[config.mk]
export PLATFORM = sky130hd
export DESIGN_NAME = pipe_stage_hs
export DESIGN_NICKNAME = d
export VERILOG_FILES = /design/src/rtl/pipe_pkg.sv /design/src/rtl/pipe_slot.sv /design/src/rtl/pipe_stage_hs.sv
export SDC_FILE = /design/constraint.sdc
export NUM_CORES = 1
export LEC_CHECK = 0
export ABC_AREA = 1
export CORE_AREA = 2 2 147 149
export CTS_BUF_LIST = sky130_fd_sc_hd__clkbuf_8
export DETAILED_ROUTE_END_ITERATION = 12
export DIE_AREA = 0 0 149 151
export GPL_TIMING_DRIVEN = 0
export PLACE_DENSITY = 0.81
export SLEW_MARGIN = 20
export SYNTH_ARGS = -nofsm -noshare
export SYNTH_HDL_FRONTEND = slang
export SYNTH_SLANG_ARGS = --single-unit
[constraint.sdc]
create_clock -name clk -period 3.8 [get_ports clk]
set_input_delay 0.76 -clock clk [delete_from_list [all_inputs] [get_ports clk]]
set_output_delay 0.76 -clock clk [all_outputs]
set_load 0.1 [all_outputs]
[src/rtl/pipe_pkg.sv]
// Shared types for the pipelined core's inter-stage registers.
package pipe_pkg;

    typedef struct packed {
        logic       regwrite;
        logic [1:0] resultsrc;
        logic       memwrite;
        logic       jump;
        logic       branch;
        logic [2:0] alucontrol;
        logic       alusrc;
        logic       jalr;
    } ctrl_t;

    localparam int unsigned CTRL_WIDTH = $bits(ctrl_t);

    typedef enum logic [1:0] {
        EMPTY = 2'd0,
        ONE   = 2'd1,
        FULL  = 2'd2
    } skid_state_t;

endpackage

[src/rtl/pipe_slot.sv]
// One pipeline storage entry: valid, control, data lanes and register indices.
// Clear beats load; clear always drops valid/ctrl, and zeroes payload only when zero_i is set.
module pipe_slot #(
    parameter int unsigned CTRL_WIDTH         = 11,
    parameter int unsigned DATA_BITS          = 160,
    parameter int unsigned RADDR_BITS         = 15,
    parameter bit          ZERO_DATA_ON_FLUSH = 1'b1
) (
    input  logic                  clk,
    input  logic                  load_i,
    input  logic                  clr_i,
    input  logic                  zero_i,
    input  logic [CTRL_WIDTH-1:0] ctrl_i,
    input  logic [DATA_BITS-1:0]  data_i,
    input  logic [RADDR_BITS-1:0] raddr_i,
    output logic                  valid_o,
    output logic [CTRL_WIDTH-1:0] ctrl_o,
    output logic [DATA_BITS-1:0]  data_o,
    output logic [RADDR_BITS-1:0] raddr_o
);

    logic                  valid_q, valid_d;
    logic [CTRL_WIDTH-1:0] ctrl_q, ctrl_d;
    logic [DATA_BITS-1:0]  data_q, data_d;
    logic [RADDR_BITS-1:0] raddr_q, raddr_d;

    always_comb begin
        valid_d = valid_q;
        ctrl_d  = ctrl_q;
        data_d  = data_q;
        raddr_d = raddr_q;
        if (clr_i) begin
            valid_d = 1'b0;
            ctrl_d  = '0;
            if (zero_i && ZERO_DATA_ON_FLUSH) begin
                data_d  = '0;
                raddr_d = '0;
            end
        end else if (load_i) begin
            valid_d = 1'b1;
            ctrl_d  = ctrl_i;
            data_d  = data_i;
            raddr_d = raddr_i;
        end
    end

    always_ff @(posedge clk) begin
        valid_q <= valid_d;
        ctrl_q  <= ctrl_d;
        data_q  <= data_d;
        raddr_q <= raddr_d;
    end

    assign valid_o = valid_q;
    assign ctrl_o  = ctrl_q;
    assign data_o  = data_q;
    assign raddr_o = raddr_q;

endmodule

[src/rtl/pipe_stage_hs.sv]
// Pipeline-stage register with valid/ready handshake, stall and flush.
// Define PIPE_SKID_EN for a 2-entry skid buffer with a registered in_ready.
module pipe_stage_hs #(
    parameter int unsigned DATA_WIDTH         = 32,
    parameter int unsigned NUM_LANES          = 5,
    parameter int unsigned REG_ADDR_WIDTH     = 5,
    parameter int unsigned NUM_RADDR          = 3,
    parameter int unsigned CTRL_WIDTH         = pipe_pkg::CTRL_WIDTH,
    parameter bit          ZERO_DATA_ON_FLUSH = 1'b1
) (
    input  logic                                clk,
    input  logic                                rst,
    input  logic                                flush,
    input  logic                                in_valid,
    output logic                                in_ready,
    input  logic [CTRL_WIDTH-1:0]               in_ctrl,
    input  logic [NUM_LANES*DATA_WIDTH-1:0]     in_data,
    input  logic [NUM_RADDR*REG_ADDR_WIDTH-1:0] in_raddr,
    output logic                                out_valid,
    input  logic                                out_ready,
    output logic [CTRL_WIDTH-1:0]               out_ctrl,
    output logic [NUM_LANES*DATA_WIDTH-1:0]     out_data,
    output logic [NUM_RADDR*REG_ADDR_WIDTH-1:0] out_raddr
);

    import pipe_pkg::*;

    localparam int unsigned DATA_BITS  = NUM_LANES * DATA_WIDTH;
    localparam int unsigned RADDR_BITS = NUM_RADDR * REG_ADDR_WIDTH;

    logic                  accept, drain, squash;
    logic                  main_load, main_clr;
    logic [CTRL_WIDTH-1:0] main_ctrl_in;
    logic [DATA_BITS-1:0]  main_data_in;
    logic [RADDR_BITS-1:0] main_raddr_in;

    assign accept = in_valid & in_ready;
    assign drain  = out_valid & out_ready;
    assign squash = rst | flush;

    pipe_slot #(
        .CTRL_WIDTH         (CTRL_WIDTH),
        .DATA_BITS          (DATA_BITS),
        .RADDR_BITS         (RADDR_BITS),
        .ZERO_DATA_ON_FLUSH (ZERO_DATA_ON_FLUSH)
    ) u_main (
        .clk     (clk),
        .load_i  (main_load),
        .clr_i   (main_clr),
        .zero_i  (squash),
        .ctrl_i  (main_ctrl_in),
        .data_i  (main_data_in),
        .raddr_i (main_raddr_in),
        .valid_o (out_valid),
        .ctrl_o  (out_ctrl),
        .data_o  (out_data),
        .raddr_o (out_raddr)
    );

`ifdef PIPE_SKID_EN

    skid_state_t           state_q, state_d;
    logic                  in_ready_q;
    logic                  skid_load, skid_clr, skid_valid;
    logic [CTRL_WIDTH-1:0] skid_ctrl;
    logic [DATA_BITS-1:0]  skid_data;
    logic [RADDR_BITS-1:0] skid_raddr;

    pipe_slot #(
        .CTRL_WIDTH         (CTRL_WIDTH),
        .DATA_BITS          (DATA_BITS),
        .RADDR_BITS         (RADDR_BITS),
        .ZERO_DATA_ON_FLUSH (ZERO_DATA_ON_FLUSH)
    ) u_skid (
        .clk     (clk),
        .load_i  (skid_load),
        .clr_i   (skid_clr),
        .zero_i  (squash),
        .ctrl_i  (in_ctrl),
        .data_i  (in_data),
        .raddr_i (in_raddr),
        .valid_o (skid_valid),
        .ctrl_o  (skid_ctrl),
        .data_o  (skid_data),
        .raddr_o (skid_raddr)
    );

    // in_ready is derived from the next state so it carries no out_ready path
    always_ff @(posedge clk) begin
        if (rst) begin
            state_q    <= EMPTY;
            in_ready_q <= 1'b1;
        end else begin
            state_q    <= state_d;
            in_ready_q <= (state_d != FULL);
        end
    end

    always_comb begin
        state_d = state_q;
        if (flush) begin
            state_d = EMPTY;
        end else begin
            unique case (state_q)
                EMPTY:   if (accept) state_d = ONE;
                ONE: begin
                    if (accept && !drain)      state_d = FULL;
                    else if (!accept && drain) state_d = EMPTY;
                end
                FULL:    if (drain) state_d = ONE;
                default: state_d = EMPTY;
            endcase
        end
    end

    always_comb begin
        main_load     = 1'b0;
        main_clr      = squash;
        skid_load     = 1'b0;
        skid_clr      = squash;
        main_ctrl_in  = in_ctrl;
        main_data_in  = in_data;
        main_raddr_in = in_raddr;
        unique case (state_q)
            EMPTY: main_load = accept;
            ONE: begin
                main_load = accept & drain;
                skid_load = accept & ~drain;
                main_clr  = squash | (drain & ~accept);
            end
            FULL: begin
                main_ctrl_in  = skid_ctrl;
                main_data_in  = skid_data;
                main_raddr_in = skid_raddr;
                main_load     = drain;
                skid_clr      = squash | drain;
            end
            default: main_clr = 1'b1;
        endcase
    end

    assign in_ready = in_ready_q;

    logic unused_skid_valid;
    assign unused_skid_valid = skid_valid;

`else

    assign in_ready      = ~out_valid | out_ready;
    assign main_load     = accept;
    assign main_clr      = squash | (drain & ~accept);
    assign main_ctrl_in  = in_ctrl;
    assign main_data_in  = in_data;
    assign main_raddr_in = in_raddr;

`endif

endmodule
==> results.yml <==
cts:
  tritoncts: "done"
  cts.repair.resized: 0
  post_cts_buffers: 0
  cts_hold_buffers: 0
  clk-insertion-delay-late_ns: 0.44
  clock-root-buffer: "sky130_fd_sc_hd__clkbuf_8"
  max_h_tree_level: 4
  cts.sink_count: 187
  path_clk_slew_ns: 0.09
  cts_buffer_depth: 2
  cts_made_buffers: 17
worst_setup_path:
  worst_setup_path_start_kind: "primary input"
  path_max_fanout: 10
  critical_path.reg2reg.endpoint: "u_main.data_o[39]"
  critical-path-top-cell-by-count: "sky130_fd_sc_hd__clkdlybuf4s50_1"
  reg2reg_setup_slack_ns: 1.58
  data_arrival_time_at_the_worst_slack_endpoint_ns: 3.00
  critical_path_required_ns: 3.04
  critPathCaptureType: "output port"
  cpPeakStageDelay_ns: 1.22
  critical_path.slowest_cell: "sky130_fd_sc_hd__clkdlybuf4s50_1"
  r2r_cells: 4
  worst_path_cell_trace: "clkdlybuf4s50_1 > inv_1 > nand2_1 > clkbuf_1 > clkdlybuf4s50_1"
  setup.worst_path.start: "out_ready"
  timing.rr.start: "u_main.valid_o"
  worstSetupEndpoint: "in_ready"
  critPathKind: "primary input to output port"
logic_synthesis:
  synthSimpleGateAreaFrac_pct: 12.1
  yosysTopAreaCellShare_pct: 73.1
  synthTopCellsByCount: "sky130_fd_sc_hd__nor2_1, sky130_fd_sc_hd__inv_1, sky130_fd_sc_hd__edfxtp_1, sky130_fd_sc_hd__buf_2, sky130_fd_sc_hd__nand2_1"
  synth_top_cell_by_area: "sky130_fd_sc_hd__edfxtp_1"
  syn_avg_cell_area_um2: 11.5
  synth_compound_area_share_pct: 0.104
  syn-cell-area_um2: 7190
  synth_fa_ha_area_share_pct: 0
  synth_cells: 627
  muxShareOfSynthArea_pct: 0
  synth-edff-count: 175
  async_flop_share_pct: 0
  synth-seq-cells: 187
  top_count_cell_post_synth: "sky130_fd_sc_hd__nor2_1"
  synth.top_cells.by_area: "sky130_fd_sc_hd__edfxtp_1, sky130_fd_sc_hd__nor2_1, sky130_fd_sc_hd__inv_1, sky130_fd_sc_hd__dfxtp_1, sky130_fd_sc_hd__buf_2"
  dominantRegCellSynth: "sky130_fd_sc_hd__edfxtp_1"
  synthesis.nets: 818
  synth_cell_types: 13
  synth_top_family_by_area: "simple AND/OR/NAND/NOR gates"
  portion_of_the_post_synthesis_area_used_by_sequential_elements_pct: 76.4
  yosys.area_share.xor_xnor_pct: 0
  ys_warn_count: 0
route:
  drt_drc_violations_left: 0
  drt-vias-per-instance: 4.12
  drtPass1Iterations: 4
  totalWireLength_um: 20100
  drt-initial-drc-count: 197
  route.detailed.wl_per_inst_um: 15.3
  ant_nets: 0
  via_count: 5421
finish:
  syn2layout_area_growth_pct: 63.6
  insertedDiodeCount: 0
  filler_cell_count: 1780
  share_of_cells_above_drive_strength_1_pct: 5.29
  fin_cells: 1315
  num-nets-final: 1218
worst_hold_path:
  hold_class: "flip-flop to flip-flop"
timing:
  setup_ws_ns: 0.0435
  clock-skew-final_ns: 0.0123
  worst_slew_pin_slew_ns: 1.04
  finalSetupViolations: 0
  finalWorstPathRequiredPeriod_ns: 3.76
  grt_setup_unrepaired: "no"
  timing.final.hold_violations: 0
  layout_worst_path_cycle_share_pct: 98.9
  finalSetupTns_ns: 0
  slew-limit-headroom_pct: 30.6
  timing.fmax_ghz: 0.266
  slew_viol_final: 0
floorplan:
  horizontal_extent_of_the_die_um: 149
  design.portCount: 379
  die-height_um: 151
  initial_utilization_pct: 34.5
  floorplan.rows: 53
  design.die.area_um2: 22500
  core_ar_um2: 20800
power_and_ir_drop:
  comb_power_share_pct: 31.2
  leakagePower_nw: 5.28
  p_total_mw: 5.35
  power_density_over_cell_area_nw_per_um2: 454
  power_report.internal_total_mw: 3.31
  swShare_pct: 38.1
  switchingPower_mw: 2.04
  p_seq_share_pct: 45.5
  ir_drop_mv: 0.227
  p_clk_share_pct: 23.3
place:
  pre_cts_ws_ns: 0.0796
  numPlacedInstances: 1283
  portBuffers: 378
  gp_congestion: 0.808
  hpwlAfterDp_um: 15600
global_route:
  grt_first_pass_wirelength_um: 29500
  antenna_found_initial: 0
  grt_residual_overflow: 0
  track_usage_pct: 17.4
  largest_net_degree_at_the_start_of_global_routing: 58
  via_count_of_the_first_global_routing_pass: 5417
outcome:
  outcome: "finished, final reports clean"
flow_run:
  max_cap_viol_count: 0
-- per-stage QoR --
stage | instance area, um2 | hold WS, ns | utilization [%]
2_1_floorplan | 7190 | 0.918 | -
3_3_place_gp | 11300 | 0.461 | 54.4
3_5_place_dp | 11400 | 0.476 | 54.7
4_1_cts | 11800 | 0.493 | 56.5
5_1_grt | 11800 | 0.515 | 56.5
6_report | 11800 | 0.491 | 56.5
-- flip-flops by register name, summed over array words and instances, names as in the netlist --
name and cells:
u_main.valid_o 1, u_main.raddr_o 15, u_main.ctrl_o 11, u_main.data_o 160
-- layout make-up --
class	instances	area [um2]	area share, %
well taps	275	344	2.93
repair buffers	381	3860	32.8
clock buffers	17	234	1.99
multi-input cells	228	881	7.49
plain buffers	23	109	0.925
inverters	189	709	6.03
clock inverters	15	131	1.12
flip-flops and latches	187	5500	46.7
-- power by group through the flow --
stage / Clock [mW] / Sequential, mW / Combinational [mW]
3_5_place_dp: 0 / 2.48 / 1.67
2_1_floorplan: 0 / 3.50 / 0.133
5_1_grt: 1.37 / 2.45 / 1.72
3_3_place_gp: 0 / 2.48 / 1.65
6_report: 1.24 / 2.43 / 1.67
4_1_cts: 1.29 / 2.44 / 1.68
-- layer usage --
layer	share of wire, %	track usage, %
met1	36	18.2
met2	53	32.1
met3	9.8	6.96
met4	1.7	5.24
met5	0	0
-- worst max-delay path, delay by kind of cell --
family        cells  cell delay, ns
buf+inv           4            2.13
simple gates      1            0.09
-- worst min-delay path by stage --
| stage | from | endpoint | slack, ns | cells after the start |
|---|---|---|---|---|
| after floorplan | u_main.ctrl_o[0] | u_main.ctrl_o[0] | 0.92 | 2 |
| after global placement | u_main.ctrl_o[9] | u_main.ctrl_o[9] | 0.46 | 2 |
| after detailed placement | u_main.ctrl_o[1] | u_main.ctrl_o[1] | 0.48 | 2 |
| after CTS | u_main.ctrl_o[1] | u_main.ctrl_o[1] | 0.49 | 2 |
| after global routing | u_main.ctrl_o[1] | u_main.ctrl_o[1] | 0.52 | 2 |
| final | u_main.ctrl_o[1] | u_main.ctrl_o[1] | 0.49 | 2 |
-- logic make-up (layout without fill, tap and decap cells) --
| kind of cell | after synthesis | in the layout |
|---|---|---|
| DFF | 187 | 187 |
| buffers and inverters | 212 | 625 |
| AOI/OAI and AO/OA | 1 | 1 |
| and+or+nand+nor | 227 | 227 |
-- cell usage in the layout (no fill, tap or decap), drive strengths merged --
| master | instances |
|---|---|
| edfxtp | 175 |
| clkinv | 6 |
| or2 | 1 |
| nand3 | 11 |
| buf | 22 |
| clkbuf | 21 |
| nor2 | 202 |
| nand2 | 13 |
| a21boi | 1 |
| dfxtp | 12 |
| clkdlybuf4s50 | 378 |
| clkinvlp | 2 |
| inv | 196 |
No activity file was read; power rests on OpenSTA's default activity.
